[src/rtl/aes_half_word_unpacker_if.sv]
// Bundle between the crypto-clock glue / AES core and the half-word unpacker.
// The slave modport is the unpacker; the master modport is everything around it.
interface aes_half_word_unpacker_if #(
  parameter int LAT_WIDTH = 16
);
  logic                 load;
  logic                 start;
  logic                 mode;
  logic [63:0]          key_half;
  logic [63:0]          data_half;
  logic                 core_start;
  logic                 core_mode;
  logic [127:0]         core_key;
  logic [127:0]         core_data;
  logic                 core_valid;
  logic [127:0]         core_result;
  logic [127:0]         data_out;
  logic                 done;
  logic [LAT_WIDTH-1:0] lat_count;
  logic                 err_seq;
  logic                 err_timeout;

  modport slave (
    input  load, start, mode, key_half, data_half, core_valid, core_result,
    output core_start, core_mode, core_key, core_data, data_out, done,
           lat_count, err_seq, err_timeout
  );

  modport master (
    output load, start, mode, key_half, data_half, core_valid, core_result,
    input  core_start, core_mode, core_key, core_data, data_out, done,
           lat_count, err_seq, err_timeout
  );
endinterface

[src/rtl/aes_half_word_unpacker.sv]
// Reassembles 64-bit key/data halves into 128-bit words, launches the AES core,
// returns its result and measures core latency with a timeout guard.
module aes_half_word_unpacker #(
  parameter int TIMEOUT_CYCLES = 1024,
  parameter int LAT_WIDTH      = 16
) (
  input  logic                   clk,
  input  logic                   reset_n,
  aes_half_word_unpacker_if.slave bus
);
  localparam int EW = (TIMEOUT_CYCLES > 2) ? $clog2(TIMEOUT_CYCLES) : 1;
  localparam logic [EW-1:0]        ELAPSED_LAST = EW'(TIMEOUT_CYCLES - 1);
  localparam logic [LAT_WIDTH-1:0] LAT_MAX      = '1;

  typedef enum logic [1:0] {IDLE, LOW, ISSUE, BUSY} state_t;

  state_t                state;
  logic                  core_start;
  logic                  core_mode;
  logic                  done;
  logic [127:0]          data_out;
  logic [LAT_WIDTH-1:0]  lat_count;
  logic [LAT_WIDTH-1:0]  lat_cnt;
  logic [EW-1:0]         elapsed;
  logic                  err_seq;
  logic                  err_timeout;
  logic [1:0]            cap_en;

  // Low half is (re)captured on any load in IDLE/LOW; high half only on a clean start.
  always_comb begin
    cap_en = 2'b00;
    if ((state == IDLE || state == LOW) && bus.load) begin
      cap_en[0] = 1'b1;
    end else if (state == LOW && bus.start) begin
      cap_en[1] = 1'b1;
    end
  end

  genvar gi;
  generate
    for (gi = 0; gi < 2; gi++) begin : g_half
      logic [63:0] key_q;
      logic [63:0] data_q;
      always_ff @(posedge clk or negedge reset_n) begin
        if (!reset_n) begin
          key_q  <= '0;
          data_q <= '0;
        end else if (cap_en[gi]) begin
          key_q  <= bus.key_half;
          data_q <= bus.data_half;
        end
      end
    end
  endgenerate

  always_ff @(posedge clk or negedge reset_n) begin
    if (!reset_n) begin
      state       <= IDLE;
      core_start  <= 1'b0;
      core_mode   <= 1'b0;
      done        <= 1'b1;
      data_out    <= '0;
      lat_count   <= '0;
      lat_cnt     <= '0;
      elapsed     <= '0;
      err_seq     <= 1'b0;
      err_timeout <= 1'b0;
    end else begin
      core_start <= 1'b0;
      case (state)
        IDLE: begin
          if (bus.load) begin
            state <= LOW;
          end else if (bus.start) begin
            err_seq <= 1'b1;
          end
        end
        LOW: begin
          if (bus.start && !bus.load) begin
            core_mode  <= bus.mode;
            done       <= 1'b0;
            core_start <= 1'b1;
            state      <= ISSUE;
          end
        end
        ISSUE: begin
          // The core_start cycle itself counts as the first cycle of latency.
          elapsed <= EW'(1);
          lat_cnt <= LAT_WIDTH'(1);
          state   <= BUSY;
        end
        BUSY: begin
          if (bus.core_valid) begin
            data_out  <= bus.core_result;
            lat_count <= lat_cnt;
            done      <= 1'b1;
            state     <= IDLE;
          end else if (elapsed == ELAPSED_LAST) begin
            err_timeout <= 1'b1;
            data_out    <= '0;
            done        <= 1'b1;
            state       <= IDLE;
          end else begin
            elapsed <= elapsed + 1'b1;
            if (lat_cnt != LAT_MAX) begin
              lat_cnt <= lat_cnt + 1'b1;
            end
          end
        end
        default: state <= IDLE;
      endcase
    end
  end

  assign bus.core_start  = core_start;
  assign bus.core_mode   = core_mode;
  assign bus.core_key    = {g_half[1].key_q, g_half[0].key_q};
  assign bus.core_data   = {g_half[1].data_q, g_half[0].data_q};
  assign bus.data_out    = data_out;
  assign bus.done        = done;
  assign bus.lat_count   = lat_count;
  assign bus.err_seq     = err_seq;
  assign bus.err_timeout = err_timeout;
endmodule

[src/flat_wrapper.sv]
// flat-port wrapper written by rule: the top's interface ports become plain ports
module aes_half_word_unpacker_flat 
#(
  parameter int TIMEOUT_CYCLES = 1024,
  parameter int LAT_WIDTH      = 16
)
  (clk, reset_n, bus_load, bus_start, bus_mode, bus_key_half, bus_data_half, bus_core_valid, bus_core_result, bus_core_start, bus_core_mode, bus_core_key, bus_core_data, bus_data_out, bus_done, bus_lat_count, bus_err_seq, bus_err_timeout);
  aes_half_word_unpacker_if #(.LAT_WIDTH(LAT_WIDTH)) bus_i ();
  input  logic clk;
  input  logic reset_n;
  input wire logic [$bits(bus_i.load)-1:0] bus_load;
  input wire logic [$bits(bus_i.start)-1:0] bus_start;
  input wire logic [$bits(bus_i.mode)-1:0] bus_mode;
  input wire logic [$bits(bus_i.key_half)-1:0] bus_key_half;
  input wire logic [$bits(bus_i.data_half)-1:0] bus_data_half;
  input wire logic [$bits(bus_i.core_valid)-1:0] bus_core_valid;
  input wire logic [$bits(bus_i.core_result)-1:0] bus_core_result;
  output wire logic [$bits(bus_i.core_start)-1:0] bus_core_start;
  output wire logic [$bits(bus_i.core_mode)-1:0] bus_core_mode;
  output wire logic [$bits(bus_i.core_key)-1:0] bus_core_key;
  output wire logic [$bits(bus_i.core_data)-1:0] bus_core_data;
  output wire logic [$bits(bus_i.data_out)-1:0] bus_data_out;
  output wire logic [$bits(bus_i.done)-1:0] bus_done;
  output wire logic [$bits(bus_i.lat_count)-1:0] bus_lat_count;
  output wire logic [$bits(bus_i.err_seq)-1:0] bus_err_seq;
  output wire logic [$bits(bus_i.err_timeout)-1:0] bus_err_timeout;
  assign bus_i.load = bus_load;
  assign bus_i.start = bus_start;
  assign bus_i.mode = bus_mode;
  assign bus_i.key_half = bus_key_half;
  assign bus_i.data_half = bus_data_half;
  assign bus_i.core_valid = bus_core_valid;
  assign bus_i.core_result = bus_core_result;
  assign bus_core_start = bus_i.core_start;
  assign bus_core_mode = bus_i.core_mode;
  assign bus_core_key = bus_i.core_key;
  assign bus_core_data = bus_i.core_data;
  assign bus_data_out = bus_i.data_out;
  assign bus_done = bus_i.done;
  assign bus_lat_count = bus_i.lat_count;
  assign bus_err_seq = bus_i.err_seq;
  assign bus_err_timeout = bus_i.err_timeout;
  aes_half_word_unpacker #(.TIMEOUT_CYCLES(TIMEOUT_CYCLES), .LAT_WIDTH(LAT_WIDTH)) u_core (.clk(clk), .reset_n(reset_n), .bus(bus_i));
endmodule
[config.mk]
export PLATFORM = sky130hd
export DESIGN_NAME = aes_half_word_unpacker_flat
export DESIGN_NICKNAME = d
export VERILOG_FILES = /design/src/rtl/aes_half_word_unpacker_if.sv /design/src/rtl/aes_half_word_unpacker.sv /design/src/flat_wrapper.sv
export SDC_FILE = /design/constraint.sdc
export NUM_CORES = 1
export LEC_CHECK = 0
export ABC_AREA = 1
export BUFFER_PORTS_ARGS = -buffer_cell sky130_fd_sc_hd__buf_2
export CORE_AREA = 5 5 256 258
export CTS_CLUSTER_DIAMETER = 100
export DETAILED_ROUTE_END_ITERATION = 10
export DIE_AREA = 0 0 261 263
export PLACE_DENSITY = 0.61
export SLEW_MARGIN = 5
export SYNTH_ARGS = -nofsm -noshare
export SYNTH_HDL_FRONTEND = slang
export SYNTH_SLANG_ARGS = --single-unit
export TNS_END_PERCENT = 20
[constraint.sdc]
create_clock -name clk -period 1.6 [get_ports clk]
set_clock_uncertainty 0.05 [all_clocks]
set_input_delay 0.32 -clock clk [delete_from_list [all_inputs] [get_ports clk]]
set_output_delay 0.32 -clock clk [all_outputs]
set_load 0.1 [all_outputs]
==> results.cfg <==
[drt]
dr.pass1.iters = 5
vias = 16700
viasPerCell = 4.48
drtIter0Drc = 1162
drc = 0
ant_nets = 0
routed_wl_um = 67500
wl_per_cell_um = 18.2

[synth]
yosys_warnings = 0
synth_top_area_share_pct = 63.4
ys_seq_area_share_pct = 63.5
synth_top_area_cell = dfrtp_1
ys_seq_elements = 433
synth_area_um2 = 17100
syn_inst = 1827
synth.distinct_cells = 27
syn_area_per_cell_um2 = 9.33
synth_nets = 2096
synth_area_leaders = dfrtp_1, o21ai_0, nand2_1, inv_1, nand3_1

[layout]
fin_nets = 3101
multi_input_area_um2 = 4820
postLayoutCoreUtil_pct = 47.1
mostFrequentLayoutCell = dfrtp_1
syn_to_final_growth_pct = 73.3
area.sequential_um2 = 10800
layout.cells.most_common_list = dfrtp_1, o21ai_0, nand2_1
drive_gt1_share_pct = 33.0
fillers = 5439

[die]
rows = 92
die_w_um = 261
dieArea_um2 = 68600
dieHeight_um = 263
io_pins = 667
start_util_pct = 27.2
core_area_um2 = 62700

[clocking]
htree_num_levels = 2
clock_sinks = 433
cts-root-buf = clkbuf_16
cts_buffers = 47
clk_pin_slew_ns = 0.06
clock_latency_ns = 0.55
cts_buffer_depth = 3
cts_tree = yes

[grt]
grt_pass1_vias = 17100
use_met3_pct = 6.30
grt_overflow = 0
use_met1_pct = 21.0
met2_usage_pct = 30.1
antenna_found_initial = 6
grt_pass1_wl_um = 98200
grt_busiest_layer = met2
grt_usage_pct = 17.7
grt_max_degree = 78

[setup_path]
cp_cell_sequence = inv_2 -> ha_4 -> o21ai_4 -> buf_12 -> buf_12 -> buf_12 -> clkbuf_16 -> nand2_1 -> o21ai_0
cp_slowest_stage_delay_ns = 0.43
cp_max_fo = 5
crit_slowest_cell = dfrtp_1
cp_data_arrival_time_ns = 2.11
crit_top_cell = buf_12
endpoint_kind = register
path_class = register to register
cpLargestDelayFamily = buffers and inverters
start_kind = register
crit_required_ns = 1.98
crit_buf_inv = 5

[placement]
portBuffers = 666
dp_hpwl_um = 43300
routabilityCongestion = 0.829

[timing]
slew_viol_final = 0
tightest_slew_ns = 0.439
relSlewSlack_pct = 70.7
hold_violations = 0
fin_ws_ns = -0.127
period_needed_ns = 1.73
setup_viol = 304
clock.fmax_ghz = 0.579
rsz0062_at_grt = true
finalCritPeriodShare_pct = 108

[outcome]
outcome = finished with violations
violations = negative setup slack

[worst_hold_path]
hold_path_class = input port to register

[job]
cap_violations = 0
synth_stat cells:
library cell  instances
a21boi_0              1
a21oi_1              12
a31o_2                1
buf_1                 9
buf_2                30
buf_6                 2
clkbuf_1             67
dfrtp_1             432
dfstp_2               1
ha_1                  7
inv_1               287
inv_2                 3
mux2_2                6
nand2_1             348
nand2_2               5
nand3_1             146
nand3_2               1
nand4_1               6
nor2_1               29
nor2_2                3
nor2_4                2
nor3_1                1
o21ai_0             411
o21ai_1               8
o22ai_1               2
o31ai_1               2
xor2_1                5
logic make-up (layout without fill, tap and decap cells):
family / count (synthesis) / count (layout) / share of synthesized area [%]
AOI/OAI and AO/OA: 437 / 437 / 12.9
xor gates and xnor gates: 5 / 5 / 0.257
adders and majority gates: 7 / 7 / 0.514
buffers and inverters: 398 / 1439 / 9.07
DFF: 433 / 433 / 63.5
muxes: 6 / 6 / 0.396
other: 0 / 2 / 0
and+or+nand+nor: 541 / 541 / 13.3
cell type report:
cell class	instances	area share (%)
Sequential cell	433	36.7
Multi-Input combinational cell	996	16.3
Tap cell	846	3.58
Antenna cell	2	0.0169
Timing Repair Buffer	1064	34.3
Clock inverter	21	0.995
Clock buffer	64	4.47
Inverter	290	3.69
worst reg2reg max path, stage by stage (launching register included):
cell	delay, ns
dfrtp_1	0.43
inv_2	0.13
ha_4	0.19
o21ai_4	0.07
buf_12	0.15
buf_12	0.13
buf_12	0.13
clkbuf_16	0.15
nand2_1	0.07
o21ai_0	0.11
sequential cells by signal (all words and copies together) (netlist names), 2 cells and up:
name,count
u_core.state,2
u_core.g_half.key_q,128
u_core.g_half.data_q,128
u_core.elapsed,10
u_core.lat_cnt,16
u_core.bus.lat_count,16
u_core.bus.data_out,128
layer usage:
| layer | up-vias | wire [um] |
|---|---|---|
| met2 | 779 | 32900 |
| met1 | 7910 | 25800 |
| met3 | 141 | 6580 |
| li1 | 7819 | - |
| met5 | - | 25 |
| met4 | 4 | 2180 |
timing repair:
item | CTS | global route
pin swaps | 3 | 4
buffers inserted | 4 | 9
gates cloned | 1 | 19
hold endpoints to repair | 795 | 0
hold buffers | 245 | 0
setup endpoints to repair | 787 | 684
resized for setup | 750 | 124
through the flow:
step	cells	hold WS, ns	setup WS, ns	TNS, ns	instance area, um2
2_1_floorplan	1827	-0.0256	-0.0246	-1.48	17100
3_3_place_gp	3352	0.322	-0.0847	-10.19	22400
3_5_place_dp	3352	0.325	-0.130	-21.44	22400
4_1_cts	3687	0.000512	-0.126	-14.62	28800
5_1_grt	3714	0.00193	-0.239	-54.11	29600
6_report	3716	0.0370	-0.127	-9.23	29600
path summary, 6_finish.rpt:
check	startpoint	to	slack [ns]	depth (start not counted)
min reg2reg	u_core.g_half[1].data_q[48]$_DFFE_PN0P_	u_core.g_half[1].data_q[48]$_DFFE_PN0P_	0.44	2
max reg2reg	u_core.state[1]$_DFFE_PN0P_	u_core.g_half[0].data_q[32]$_DFFE_PN0P_	-0.13	9
max	u_core.state[1]$_DFFE_PN0P_	u_core.g_half[0].data_q[32]$_DFFE_PN0P_	-0.13	9
min	bus_data_half[2]	u_core.g_half[1].data_q[2]$_DFFE_PN0P_	0.04	3
min in group asynchronous	reset_n	u_core.g_half[1].key_q[3]$_DFFE_PN0P_	0.36	3
max in group asynchronous	reset_n	u_core.state[0]$_DFFE_PN0P_	0.70	4
Power is left out: the tool's default activity adds up to more than one toggle a clock period on the data nets, which glitch-free logic cannot reach.
